### src/rtl/prog_seq_pkg.sv
// Shared types and constants for the program sequencer.
package prog_seq_pkg;

  localparam int CYC_W = 16;

  localparam logic [1:0] PROG_1 = 2'b00;
  localparam logic [1:0] PROG_2 = 2'b01;
  localparam logic [1:0] PROG_3 = 2'b10;

  typedef enum logic [1:0] {
    IDLE = 2'b00,
    INIT = 2'b01,
    RUN  = 2'b10,
    DONE = 2'b11
  } state_t;

  // Next program select, wrapping to PROG_1 after the last implemented program.
  function automatic logic [1:0] next_prog(input logic [1:0] cur, input int num_progs);
    logic [1:0] nxt;
    nxt = PROG_1;
    case (cur)
      PROG_1:  nxt = (num_progs > 1) ? PROG_2 : PROG_1;
      PROG_2:  nxt = (num_progs > 2) ? PROG_3 : PROG_1;
      default: nxt = PROG_1;
    endcase
    return nxt;
  endfunction

endpackage

### src/rtl/prog_seq_cycle_ctr.sv
// Saturating up-counter with synchronous clear (priority) and count enable.
module prog_seq_cycle_ctr
  import prog_seq_pkg::*;
#(
  parameter int W = CYC_W
) (
  input  logic         CLK,
  input  logic         Reset,
  input  logic         clr,
  input  logic         en,
  output logic [W-1:0] count
);

  always_ff @(posedge CLK or posedge Reset) begin
    if (Reset) begin
      count <= '0;
    end else if (clr) begin
      count <= '0;
    end else if (en && (count != '1)) begin
      count <= count + 1'b1;
    end
  end

endmodule

### src/rtl/prog_sequencer.sv
// Program sequencer: Req/Ack handshake, program select, Init hold and run-cycle count.
// Optional watchdog on RUN length is enabled with `define PROG_SEQ_TIMEOUT_EN.
//
//   state | meaning
//   IDLE  | after reset, core held in Init, waiting for a Req rising edge
//   INIT  | Init held for INIT_CYCLES cycles before the program runs
//   RUN   | core running, cycles counted, waiting for Halt (or watchdog)
//   DONE  | program complete, Ack high, core frozen until the next start
module prog_sequencer
  import prog_seq_pkg::*;
#(
  parameter int INIT_CYCLES    = 2,
  parameter int NUM_PROGS      = 3,
  parameter int TIMEOUT_CYCLES = 4096
) (
  input  logic             CLK,
  input  logic             Reset,
  input  logic             Req,
  input  logic             Halt,
  output logic             Init,
  output logic [1:0]       ProgState,
  output logic             Running,
  output logic             Ack,
  output logic             TimedOut,
  output logic [CYC_W-1:0] CycleCount
);

  if (INIT_CYCLES < 1 || INIT_CYCLES > 15) begin : g_bad_init
    $error("INIT_CYCLES out of range 1..15");
  end
  if (NUM_PROGS < 1 || NUM_PROGS > 3) begin : g_bad_progs
    $error("NUM_PROGS out of range 1..3");
  end
  if (TIMEOUT_CYCLES < 1 || TIMEOUT_CYCLES > 65535) begin : g_bad_timeout
    $error("TIMEOUT_CYCLES out of range 1..65535");
  end

  localparam logic [3:0] INIT_LOAD = 4'(INIT_CYCLES - 1);

  state_t     state;
  state_t     state_nxt;
  logic       req_q;
  logic       start;
  logic [3:0] init_cnt;
  logic [3:0] init_cnt_nxt;
  logic [1:0] prog_nxt;
  logic       clr_cyc;
  logic       en_cyc;
  logic       timeout_hit;
  logic       timed_out_nxt;

  assign start = Req & ~req_q;

`ifdef PROG_SEQ_TIMEOUT_EN
  localparam logic [CYC_W-1:0] TO_LAST = CYC_W'(TIMEOUT_CYCLES - 1);
  // Count reaches TIMEOUT_CYCLES on the edge that this compare fires.
  assign timeout_hit = (CycleCount >= TO_LAST);
`else
  assign timeout_hit = 1'b0;
`endif

  always_comb begin
    state_nxt     = state;
    init_cnt_nxt  = init_cnt;
    prog_nxt      = ProgState;
    clr_cyc       = 1'b0;
    en_cyc        = 1'b0;
    timed_out_nxt = TimedOut;
    case (state)
      IDLE: begin
        if (start) begin
          state_nxt     = INIT;
          init_cnt_nxt  = INIT_LOAD;
          clr_cyc       = 1'b1;
          timed_out_nxt = 1'b0;
        end
      end
      INIT: begin
        if (init_cnt == 4'd0) begin
          state_nxt = RUN;
        end else begin
          init_cnt_nxt = init_cnt - 4'd1;
        end
      end
      RUN: begin
        en_cyc = 1'b1;
        if (Halt) begin
          state_nxt = DONE;
        end else if (timeout_hit) begin
          state_nxt     = DONE;
          timed_out_nxt = 1'b1;
        end
      end
      DONE: begin
        if (start) begin
          state_nxt     = INIT;
          init_cnt_nxt  = INIT_LOAD;
          clr_cyc       = 1'b1;
          timed_out_nxt = 1'b0;
          prog_nxt      = next_prog(ProgState, NUM_PROGS);
        end
      end
      default: state_nxt = IDLE;
    endcase
  end

  // Outputs are registered from the next state so they change with the state.
  always_ff @(posedge CLK or posedge Reset) begin
    if (Reset) begin
      state     <= IDLE;
      init_cnt  <= 4'd0;
      req_q     <= 1'b0;
      ProgState <= PROG_1;
      Init      <= 1'b1;
      Running   <= 1'b0;
      Ack       <= 1'b0;
      TimedOut  <= 1'b0;
    end else begin
      state     <= state_nxt;
      init_cnt  <= init_cnt_nxt;
      req_q     <= Req;
      ProgState <= prog_nxt;
      Init      <= (state_nxt != RUN);
      Running   <= (state_nxt == RUN);
      Ack       <= (state_nxt == DONE);
      TimedOut  <= timed_out_nxt;
    end
  end

  prog_seq_cycle_ctr #(
    .W(CYC_W)
  ) u_cycle_ctr (
    .CLK  (CLK),
    .Reset(Reset),
    .clr  (clr_cyc),
    .en   (en_cyc),
    .count(CycleCount)
  );

endmodule
### config.mk
export PLATFORM = sky130hd
export DESIGN_NAME = prog_sequencer
export DESIGN_NICKNAME = d
export VERILOG_FILES = /design/src/rtl/prog_seq_pkg.sv /design/src/rtl/prog_seq_cycle_ctr.sv /design/src/rtl/prog_sequencer.sv
export SDC_FILE = /design/constraint.sdc
export NUM_CORES = 1
export LEC_CHECK = 0
export CORE_AREA = 2 2 61 63
export CTS_CLUSTER_DIAMETER = 200
export CTS_CLUSTER_SIZE = 28
export DETAILED_ROUTE_END_ITERATION = 7
export DIE_AREA = 0 0 63 65
export PLACE_DENSITY_LB_ADDON = 0.15
export SYNTH_ARGS = -nofsm -noshare
export SYNTH_HDL_FRONTEND = slang
export SYNTH_SLANG_ARGS = --single-unit
export TNS_END_PERCENT = 20
### constraint.sdc
create_clock -name CLK -period 3 [get_ports CLK]
set_clock_uncertainty 0.1 [all_clocks]
set_input_delay 0.6 -clock CLK [delete_from_list [all_inputs] [get_ports CLK]]
set_output_delay 0.6 -clock CLK [all_outputs]
set_load 0.02 [all_outputs]
==> results.sh, run 1 <==
export IMPL_ir_worst_vdd_v=0.0004100
export IMPL_die_area_um2=4095
export IMPL_first_global_vias=1329
export IMPL_slew_headroom=0.4770
export IMPL_grt_max_degree=29
export IMPL_die_w_um=63
export IMPL_gp_congestion=0.7762
export IMPL_fin_hold_ws_ns=0.4333
export IMPL_cts_resized_gates=0
export IMPL_yosysSeqAreaShare=0.4648
export IMPL_layout_drive_gt1_share=0.08556
export IMPL_initial_core_util=0.4320
export IMPL_r2r_slack_ns=0.76
export IMPL_hp_class="reg2reg"
export IMPL_insertedDiodeCount=0
export IMPL_p_per_area_nw_per_um2=797.8
export IMPL_drv_cap=0
export IMPL_final_max_slew_viol_count=0
export IMPL_cp_slowest_stage_delay_ns=0.65
export IMPL_ys_ff_latch=28
export IMPL_wl_per_cell_um=13.86
export IMPL_synth_edf_count=0
export IMPL_postPlaceCellArea_um2=1815
export IMPL_cp_arrival_ns=2.40
export IMPL_syn_nets=170
export IMPL_synth_top_cell_by_area="dfrtp_1"
export IMPL_status="complete, no violations"
export IMPL_final_fill_count=316
export IMPL_crit_family="simple AND/OR/NAND/NOR gates"
export IMPL_clkTransAtPathRegs_ns=0.16
export IMPL_drt_iter0_drc=70
export IMPL_setup_violations=0
export IMPL_ant_nets=0
export IMPL_async_reset_ff_frac=1.000
export IMPL_route_detailed_vias_per_inst=5.583
export IMPL_critPathMostFrequentCell="or4_1"
export IMPL_dpl_hpwl_um=2357
export IMPL_fin_crit_sh=0.7470
export IMPL_htreeDepth=1
export IMPL_endpoint_kind="flip-flop"
export IMPL_area_growth_pct=23.70
export IMPL_clockBufferDepth=2
export IMPL_cts_root_buf="clkbuf_4"
export IMPL_portBuffers=24
export IMPL_clk_latency_ns=0.32
export IMPL_drt_total_wl_um=3257
export IMPL_grtUsageTotal=0.1771
export IMPL_seqCellArea_um2=701.9
export IMPL_worstSetupPathType="reg2reg"
export IMPL_tightestPinTransition_ns=0.7785
export IMPL_antenna_found_initial=0
export IMPL_syn_area_per_cell_um2=9.439
export IMPL_fp_row_count=22
export IMPL_crit_path_start_kind="flip-flop"
export IMPL_hold_viol_final=0
export IMPL_netlist_area_leader_share=0.4474
export IMPL_synth_area_um2=1510
export IMPL_grt_pass1_wl_um=5927
export IMPL_critical_path_slowest_cell="or4_1"
export IMPL_p_total_mw=1.490
export IMPL_synth_most_common_cell="dfrtp_1"
export IMPL_crit_chain="inv_1, ha_1, inv_2, or4_1, or4_1, a21oi_1"
export IMPL_multiInputGateArea_um2=745.7
export IMPL_ios=26
export IMPL_critPathBufInv=2
export IMPL_cts_buffers=3
export IMPL_num_nets_final=198
export IMPL_syn_inst=160
export IMPL_remaining_drc_errors=0
export IMPL_hold_buffers=0
export IMPL_fin_setup_tns_ns=0
export IMPL_synth_common_cells="27 x dfrtp_1, 17 x a21oi_1, 17 x nand2_1"
export IMPL_stdcell_area_um2=1868
export IMPL_cts_num_sinks=28
export IMPL_overflow=0
export IMPL_final_min_clock_period_ns=2.241
export IMPL_ys_flop_type="dfrtp_1"
export IMPL_synth_cell_types=42
export IMPL_cts_setup_buffers=0
export IMPL_rsz0062_at_grt="false"
export IMPL_synthTopCellsByArea="dfrtp_1 45%, a21oi_1 5.6%, ha_1 5.0%, nand2_1 4.2%, or4_1 4.0%"
export IMPL_critical_path_required_ns=3.16
export IMPL_fp_coreArea_um2=3496
export IMPL_firstDrtPassIters=4
export IMPL_dieHeight_um=65
export IMPL_leakagePower_nw=0.7692
export IMPL_cts_tree="yes"
export IMPL_vias=1312
export IMPL_fmax_ghz=0.4462
export IMPL_synth_warnings=0
export IMPL_worstPathMaxFanout=8
==> path summary, 6_finish.rpt <==
kind                                           from                           endpoint  cells after the start
max in group asynchronous                     Reset                     Init$_DFF_PP1_                      3
setup reg to reg                 state[0]$_DFF_PP0_  u_cycle_ctr.count[15]$_DFFE_PP0P_                      6
hold reg to reg            ProgState[1]$_DFFE_PP0P_           ProgState[1]$_DFFE_PP0P_                      2
setup / recovery                 state[0]$_DFF_PP0_  u_cycle_ctr.count[15]$_DFFE_PP0P_                      6
min in group asynchronous                     Reset           ProgState[1]$_DFFE_PP0P_                      3
hold / removal             ProgState[1]$_DFFE_PP0P_           ProgState[1]$_DFFE_PP0P_                      2
==> state kept, by name, summed over array words and instances, names as in the netlist <==
signal / count
Ack: 1
Init: 1
ProgState: 2
Running: 1
init_cnt: 4
req_q: 1
state: 2
u_cycle_ctr.count: 16
==> metrics by stage <==
step	util	setup slack [ns]	instances
floorplan	-	0.7982	160
global placement	0.5193	0.8371	231
CTS	0.5344	0.7587	235
detailed placement	0.5193	0.7717	231
finish	0.5344	0.7589	235
global route	0.5344	0.6402	235
==> routing by layer <==
metal / vias up / GRT usage / wire length, um
met5: - / 0 / 0
met4: 0 / 0.06111 / 18
met3: 2 / 0.02431 / 85
met2: 22 / 0.2899 / 1500
met1: 640 / 0.2414 / 1653
li1: 648 / - / -
==> tightest hold or removal path: cells and delay by family (launching register included) <==
family	cells	cell delay [ns]
and+or+nand+nor	2	0.12
DFF	1	0.40
==> where the power goes <==
| part | switching, mW | internal (mW) | leakage (nW) |
|---|---|---|---|
| clock network | 0.111 | 0.135 | 0.0279 |
| logic | 0.377 | 0.298 | 0.375 |
| registers | 0.0891 | 0.480 | 0.366 |
| total | 0.577 | 0.914 | 0.769 |
==> kinds of logic (layout without fill, tap and decap cells) <==
logic type | Yosys count | in the layout | share of synthesized area
muxes | 4 | 4 | 0.02734
AOI/OAI and AO/OA | 40 | 40 | 0.1665
buffers and inverters | 15 | 42 | 0.04143
adders and majority gates | 6 | 6 | 0.04971
DFF | 28 | 28 | 0.4648
and+or+nand+nor | 66 | 66 | 0.2477
other | 1 | 1 | 0.002483
==> final cells by class <==
cell class,count,share of cell area
timing repair buffer,28,0.1447
clock buffer,3,0.01206
clock inverter,1,0.01608
inverter,10,0.02009
sequential,28,0.3758
tap,48,0.03215
multi-input combinational,117,0.3992
==> placed cells by master (no fill, tap or decap), types with 2 or more instances in the layout <==
cell type,count
o31ai_1,6
nor2b_1,3
clkdlybuf4s50_1,24
ha_1,6
inv_1,9
o41ai_1,2
o2bb2ai_1,2
buf_4,4
mux2i_1,3
nand3_1,4
or3_1,3
nor3_1,2
and3_1,2
nand2_1,17
nand4_1,5
nor4_1,2
nor2_1,6
a311oi_1,2
clkbuf_4,3
dfrtp_1,27
or4_1,8
o21ai_0,7
and2_1,3
nand2b_1,2
a21oi_1,17
No activity file was read; power rests on OpenSTA's default activity.
==> run 2: changes to the inputs <==
clock period = 1.8 ns   (was 3 ns; I/O delays follow)
==> run 2 against run 1 <==
  * First-iteration DRC count up 4.3%
  * Register-to-register slack worse by 0.82 ns
  * Flip-flop and latch count unchanged
  * Critical path depth decreased by 2
  * The run now ends with negative setup slack left
  * Critical path type unchanged
==> results.sh, run 2 (synthesis results as in run 1) <==
export IMPL_grt_max_degree=29
export IMPL_ios=26
export IMPL_first_global_vias=1481
export IMPL_top_register="u_cycle_ctr.count"
export IMPL_fmax_ghz=0.5385
export IMPL_gp_congestion=0.8515
export IMPL_p_switching_mw=1.074
export IMPL_final_min_clock_period_ns=1.857
export IMPL_endpoint_kind="flip-flop"
export IMPL_worstSetupPathType="reg2reg"
export IMPL_worstPathMaxFanout=6
export IMPL_cp_arrival_ns=2.04
export IMPL_final_fill_count=311
export IMPL_htreeDepth=1
export IMPL_wl_per_cell_um=14.17
export IMPL_leakagePower_nw=1.047
export IMPL_fp_coreArea_um2=3496
export IMPL_reg_top3="u_cycle_ctr.count x16, init_cnt x4"
export IMPL_insertedDiodeCount=0
export IMPL_hp_class="in2async"
export IMPL_cts_root_buf="clkbuf_4"
export IMPL_ir_worst_vdd_v=0.0007247
export IMPL_final_util=0.6331
export IMPL_clk_latency_ns=0.34
export IMPL_postPlaceCellArea_um2=2074
export IMPL_clockBufferDepth=2
export IMPL_layout_drive_gt1_share=0.3392
export IMPL_hold_viol_final=0
export IMPL_violations="negative setup slack"
export IMPL_initial_core_util=0.4320
export IMPL_fin_crit_sh=1.032
export IMPL_p_clk_frac=0.108
export IMPL_p_sw_frac=0.4134
export IMPL_critical_path_required_ns=1.99
export IMPL_p_comb_frac=0.539
export IMPL_remaining_drc_errors=0
export IMPL_cts_buffers=3
export IMPL_num_nets_final=238
export IMPL_reg2reg_to="u_cycle_ctr.count[15]$_DFFE_PP0P_"
export IMPL_stdcell_area_um2=2213
export IMPL_r2r_slack_ns=-0.06
export IMPL_portBuffers=24
export IMPL_area_growth_pct=46.56
export IMPL_firstDrtPassIters=4
export IMPL_p_per_area_nw_per_um2=1174
export IMPL_grt_pass1_wl_um=6568
export IMPL_vias=1488
export IMPL_grtUsageTotal=0.2028
export IMPL_rr_startpoint="u_cycle_ctr.count[0]$_DFFE_PP0P_"
export IMPL_p_int_mw=1.524
export IMPL_dpl_hpwl_um=2826
export IMPL_drv_cap=0
export IMPL_fp_row_count=22
export IMPL_status="complete, but fails checks"
export IMPL_clkTransAtPathRegs_ns=0.15
export IMPL_dieHeight_um=65
export IMPL_ant_nets=0
export IMPL_route_detailed_vias_per_inst=5.411
export IMPL_final_common_cell="buf_4"
export IMPL_drt_iter0_drc=73
export IMPL_rsz0062_at_grt="true"
export IMPL_layoutNonFillerInstCount=275
export IMPL_overflow=0
export IMPL_cts_num_sinks=28
export IMPL_p_seq_frac=0.353
export IMPL_setup_violations=5
export IMPL_die_w_um=63
export IMPL_largest_reg_flops=16
export IMPL_place_inst=265
export IMPL_cts_tree="yes"
export IMPL_reg2regPathDepth=4
export IMPL_die_area_um2=4095
export IMPL_crit_path_start_kind="flip-flop"
export IMPL_fin_ws_ns=-0.05712
export IMPL_final_max_slew_viol_count=0
export IMPL_antenna_found_initial=0
export IMPL_mostFrequentLayoutCells="44 x buf_4, 25 x dfrtp_1, 17 x dlygate4sd2_1, 16 x nand2_1, 12 x a21oi_1"
export IMPL_drt_total_wl_um=3896
## run 2: worst max path at each step
stage	startpoint	endpoint	slack [ns]
after global routing	state[0]$_DFF_PP0_	u_cycle_ctr.count[13]$_DFFE_PP0P_	-0.11
after CTS	u_cycle_ctr.count[1]$_DFFE_PP0P_	u_cycle_ctr.count[7]$_DFFE_PP0P_	-0.06
after floorplan	state[0]$_DFF_PP0_	u_cycle_ctr.count[15]$_DFFE_PP0P_	-0.19
final	u_cycle_ctr.count[0]$_DFFE_PP0P_	u_cycle_ctr.count[15]$_DFFE_PP0P_	-0.06
after detailed placement	state[0]$_DFF_PP0_	u_cycle_ctr.count[13]$_DFFE_PP0P_	-0.09
after global placement	state[0]$_DFF_PP0_	u_cycle_ctr.count[13]$_DFFE_PP0P_	-0.05
## run 2: area by class of cell
type / instances / area, um2 / area share
Inverter: 10 / 37.54 / 0.01696
Clock buffer: 4 / 26.28 / 0.01187
Tap cell: 48 / 60.06 / 0.02713
Timing Repair Buffer: 68 / 546.8 / 0.2470
Multi-Input combinational cell: 117 / 838.3 / 0.3787
Sequential cell: 28 / 704.4 / 0.3183
## run 2: power by group through the flow
stage | combinational, mW | clock (mW) | sequential [mW]
final | 1.40 | 0.281 | 0.916
after global placement | 1.30 | 0 | 0.908
after global routing | 1.57 | 0.325 | 0.937
after detailed placement | 1.35 | 0 | 0.916
after floorplan | 0.697 | 0 | 1.04
after CTS | 1.32 | 0.290 | 0.903
## run 2: stage by stage
stage | setup slack, ns | setup TNS, ns | hold WS, ns | power [mW]
after floorplan | -0.1912 | -1.130 | 0.2914 | 1.737
after global placement | -0.05078 | -0.1930 | 0.3791 | 2.206
after detailed placement | -0.08607 | -0.3437 | 0.3919 | 2.263
after CTS | -0.06490 | -0.2055 | 0.2936 | 2.510
after global routing | -0.1068 | -0.7146 | 0.2955 | 2.831
final | -0.05712 | -0.1782 | 0.2746 | 2.598
## run 2: routing by layer
metal | GRT usage | part of all wire | routed length (um)
met1 | 0.2381 | 0.41 | 1616
met5 | 0 | 0 | 0
met2 | 0.3670 | 0.55 | 2125
met3 | 0.03125 | 0.023 | 89
met4 | 0.08611 | 0.017 | 65
## run 2: timing repair
| item | 4_1_cts | 5_1_grt |
|---|---|---|
| hold buffers | 0 | 0 |
| setup buffers | 1 | 5 |
| gates resized for setup | 23 | 23 |
| setup endpoints to repair | 27 | 17 |
| pin swaps | 0 | 6 |
## run 2: worst max-delay path: stages, from the launching register on
cell,delay (ns)
dfrtp_1,0.45
nand4_1,0.11
or4_4,0.58
or4_4,0.43
a21oi_2,0.12
==> run 3: changes to the inputs <==
clock period = 2.39 ns   (was 1.8 ns; I/O delays follow)
==> run 3 against run 2 <==
  * Utilization decreased by 9.0 points
  * Setup slack better by 0.24 ns
  * Critical path type unchanged
  * Cell count is 13% lower
  * The flow now finishes without violations
  * Final area shrank 14%
  * Largest cell class unchanged
  * Power decreased by 28%
  * Largest power group unchanged
  * Highest routed layer unchanged
==> results.sh, run 3 (synthesis results as in run 1) <==
export IMPL_first_global_vias=1233
export IMPL_cts_resized_gates=0
export IMPL_worstPathMaxFanout=8
export IMPL_grt_pass1_wl_um=5678
export IMPL_ios=26
export IMPL_multiInputGateArea_um2=745.7
export IMPL_cts_num_sinks=28
export IMPL_status="complete, no violations"
export IMPL_dieHeight_um=65
export IMPL_wl_per_cell_um=13.53
export IMPL_cts_buffers=3
export IMPL_endpoint_kind="flip-flop"
export IMPL_ir_worst_vdd_v=0.0005225
export IMPL_final_max_slew_viol_count=0
export IMPL_cts_tree="yes"
export IMPL_final_fill_count=337
export IMPL_clockBufferDepth=2
export IMPL_fp_row_count=22
export IMPL_initial_core_util=0.4320
export IMPL_grt_max_degree=29
export IMPL_hp_class="in2async"
export IMPL_top_register="u_cycle_ctr.count"
export IMPL_fin_crit_sh=0.9229
export IMPL_grtUsageTotal=0.1709
export IMPL_fin_setup_tns_ns=0
export IMPL_largest_reg_flops=16
export IMPL_leakagePower_nw=0.7909
export IMPL_die_w_um=63
export IMPL_drt_total_wl_um=3234
export IMPL_p_per_area_nw_per_um2=990.7
export IMPL_crit_path_start_kind="flip-flop"
export IMPL_area_growth_pct=25.68
export IMPL_mostFrequentLayoutCells="27 x dfrtp_1, 24 x clkdlybuf4s50_1, 17 x a21oi_1, 17 x nand2_1, 9 x inv_1"
export IMPL_htreeDepth=1
export IMPL_drv_cap=0
export IMPL_worstSetupPathType="reg2reg"
export IMPL_dpl_hpwl_um=2359
export IMPL_cts_setup_buffers=0
export IMPL_antenna_found_initial=0
export IMPL_p_total_mw=1.880
export IMPL_ant_nets=0
export IMPL_cp_arrival_ns=2.37
export IMPL_gp_congestion=0.7857
export IMPL_firstDrtPassIters=4
export IMPL_reg_top3="u_cycle_ctr.count x16, init_cnt x4"
export IMPL_seqCellArea_um2=701.9
export IMPL_final_common_cell="dfrtp_1"
export IMPL_vias=1320
export IMPL_portBuffers=24
export IMPL_critical_path_required_ns=2.55
export IMPL_overflow=0
export IMPL_hold_buffers=0
export IMPL_insertedDiodeCount=0
export IMPL_clk_latency_ns=0.32
export IMPL_rsz0062_at_grt="false"
export IMPL_hold_viol_final=0
export IMPL_drt_iter0_drc=70
export IMPL_remaining_drc_errors=0
export IMPL_layout_drive_gt1_share=0.1047
export IMPL_fmax_ghz=0.4534
export IMPL_setup_violations=0
export IMPL_route_detailed_vias_per_inst=5.523
export IMPL_reg2regPathDepth=6
export IMPL_clkTransAtPathRegs_ns=0.15
export IMPL_die_area_um2=4095
export IMPL_final_min_clock_period_ns=2.206
export IMPL_num_nets_final=202
export IMPL_fp_coreArea_um2=3496
export IMPL_cts_root_buf="clkbuf_4"
## run 3: worst paths after layout
check,from,to,slack [ns]
max,state[0]$_DFF_PP0_,u_cycle_ctr.count[15]$_DFFE_PP0P_,0.18
min,Reset,Running$_DFF_PP0_,0.40
max reg2reg,state[0]$_DFF_PP0_,u_cycle_ctr.count[15]$_DFFE_PP0P_,0.18
min reg2reg,ProgState[0]$_DFFE_PP0P_,ProgState[1]$_DFFE_PP0P_,0.43
max in group asynchronous,Reset,Init$_DFF_PP1_,1.49
min in group CLK,ProgState[0]$_DFFE_PP0P_,ProgState[1]$_DFFE_PP0P_,0.43
## run 3: routing by layer
layer	vias up	routed length, um	global-route usage
met4	0	23	0.05278
met2	20	1492	0.2699
met3	2	86	0.02604
li1	657	-	-
met1	641	1631	0.2417
met5	-	0	0
## run 3: layout make-up
class                           count  share of cell area
Timing Repair Buffer               32              0.1582
Tap cell                           48             0.03164
Clock inverter                      1             0.01582
Multi-Input combinational cell    117              0.3929
Sequential cell                    28              0.3698
Clock buffer                        3             0.01187
Inverter                           10             0.01978
## run 3: worst max-delay path: stages, from the launching register on
cell	delay [ns]
dfrtp_1	0.45
inv_1	0.08
ha_1	0.17
inv_2	0.05
or4_1	0.65
or4_1	0.50
a21oi_1	0.15
## run 3: through the flow
step	std cells	area, um2	util	hold WS [ns]	setup WS [ns]
floorplan	160	1510	-	0.3814	0.1882
global placement	235	1846	0.5279	0.3838	0.2554
detailed placement	235	1846	0.5279	0.4048	0.2232
CTS	239	1898	0.5429	0.4177	0.1821
global route	239	1898	0.5429	0.4287	0.03889
finish	239	1898	0.5429	0.4024	0.1844
## run 3: where the power goes
group          leakage [nW]  switching (mW)  internal [mW]
clock                0.0279           0.140          0.169
combinational         0.397           0.478          0.380
sequential            0.366           0.109          0.603
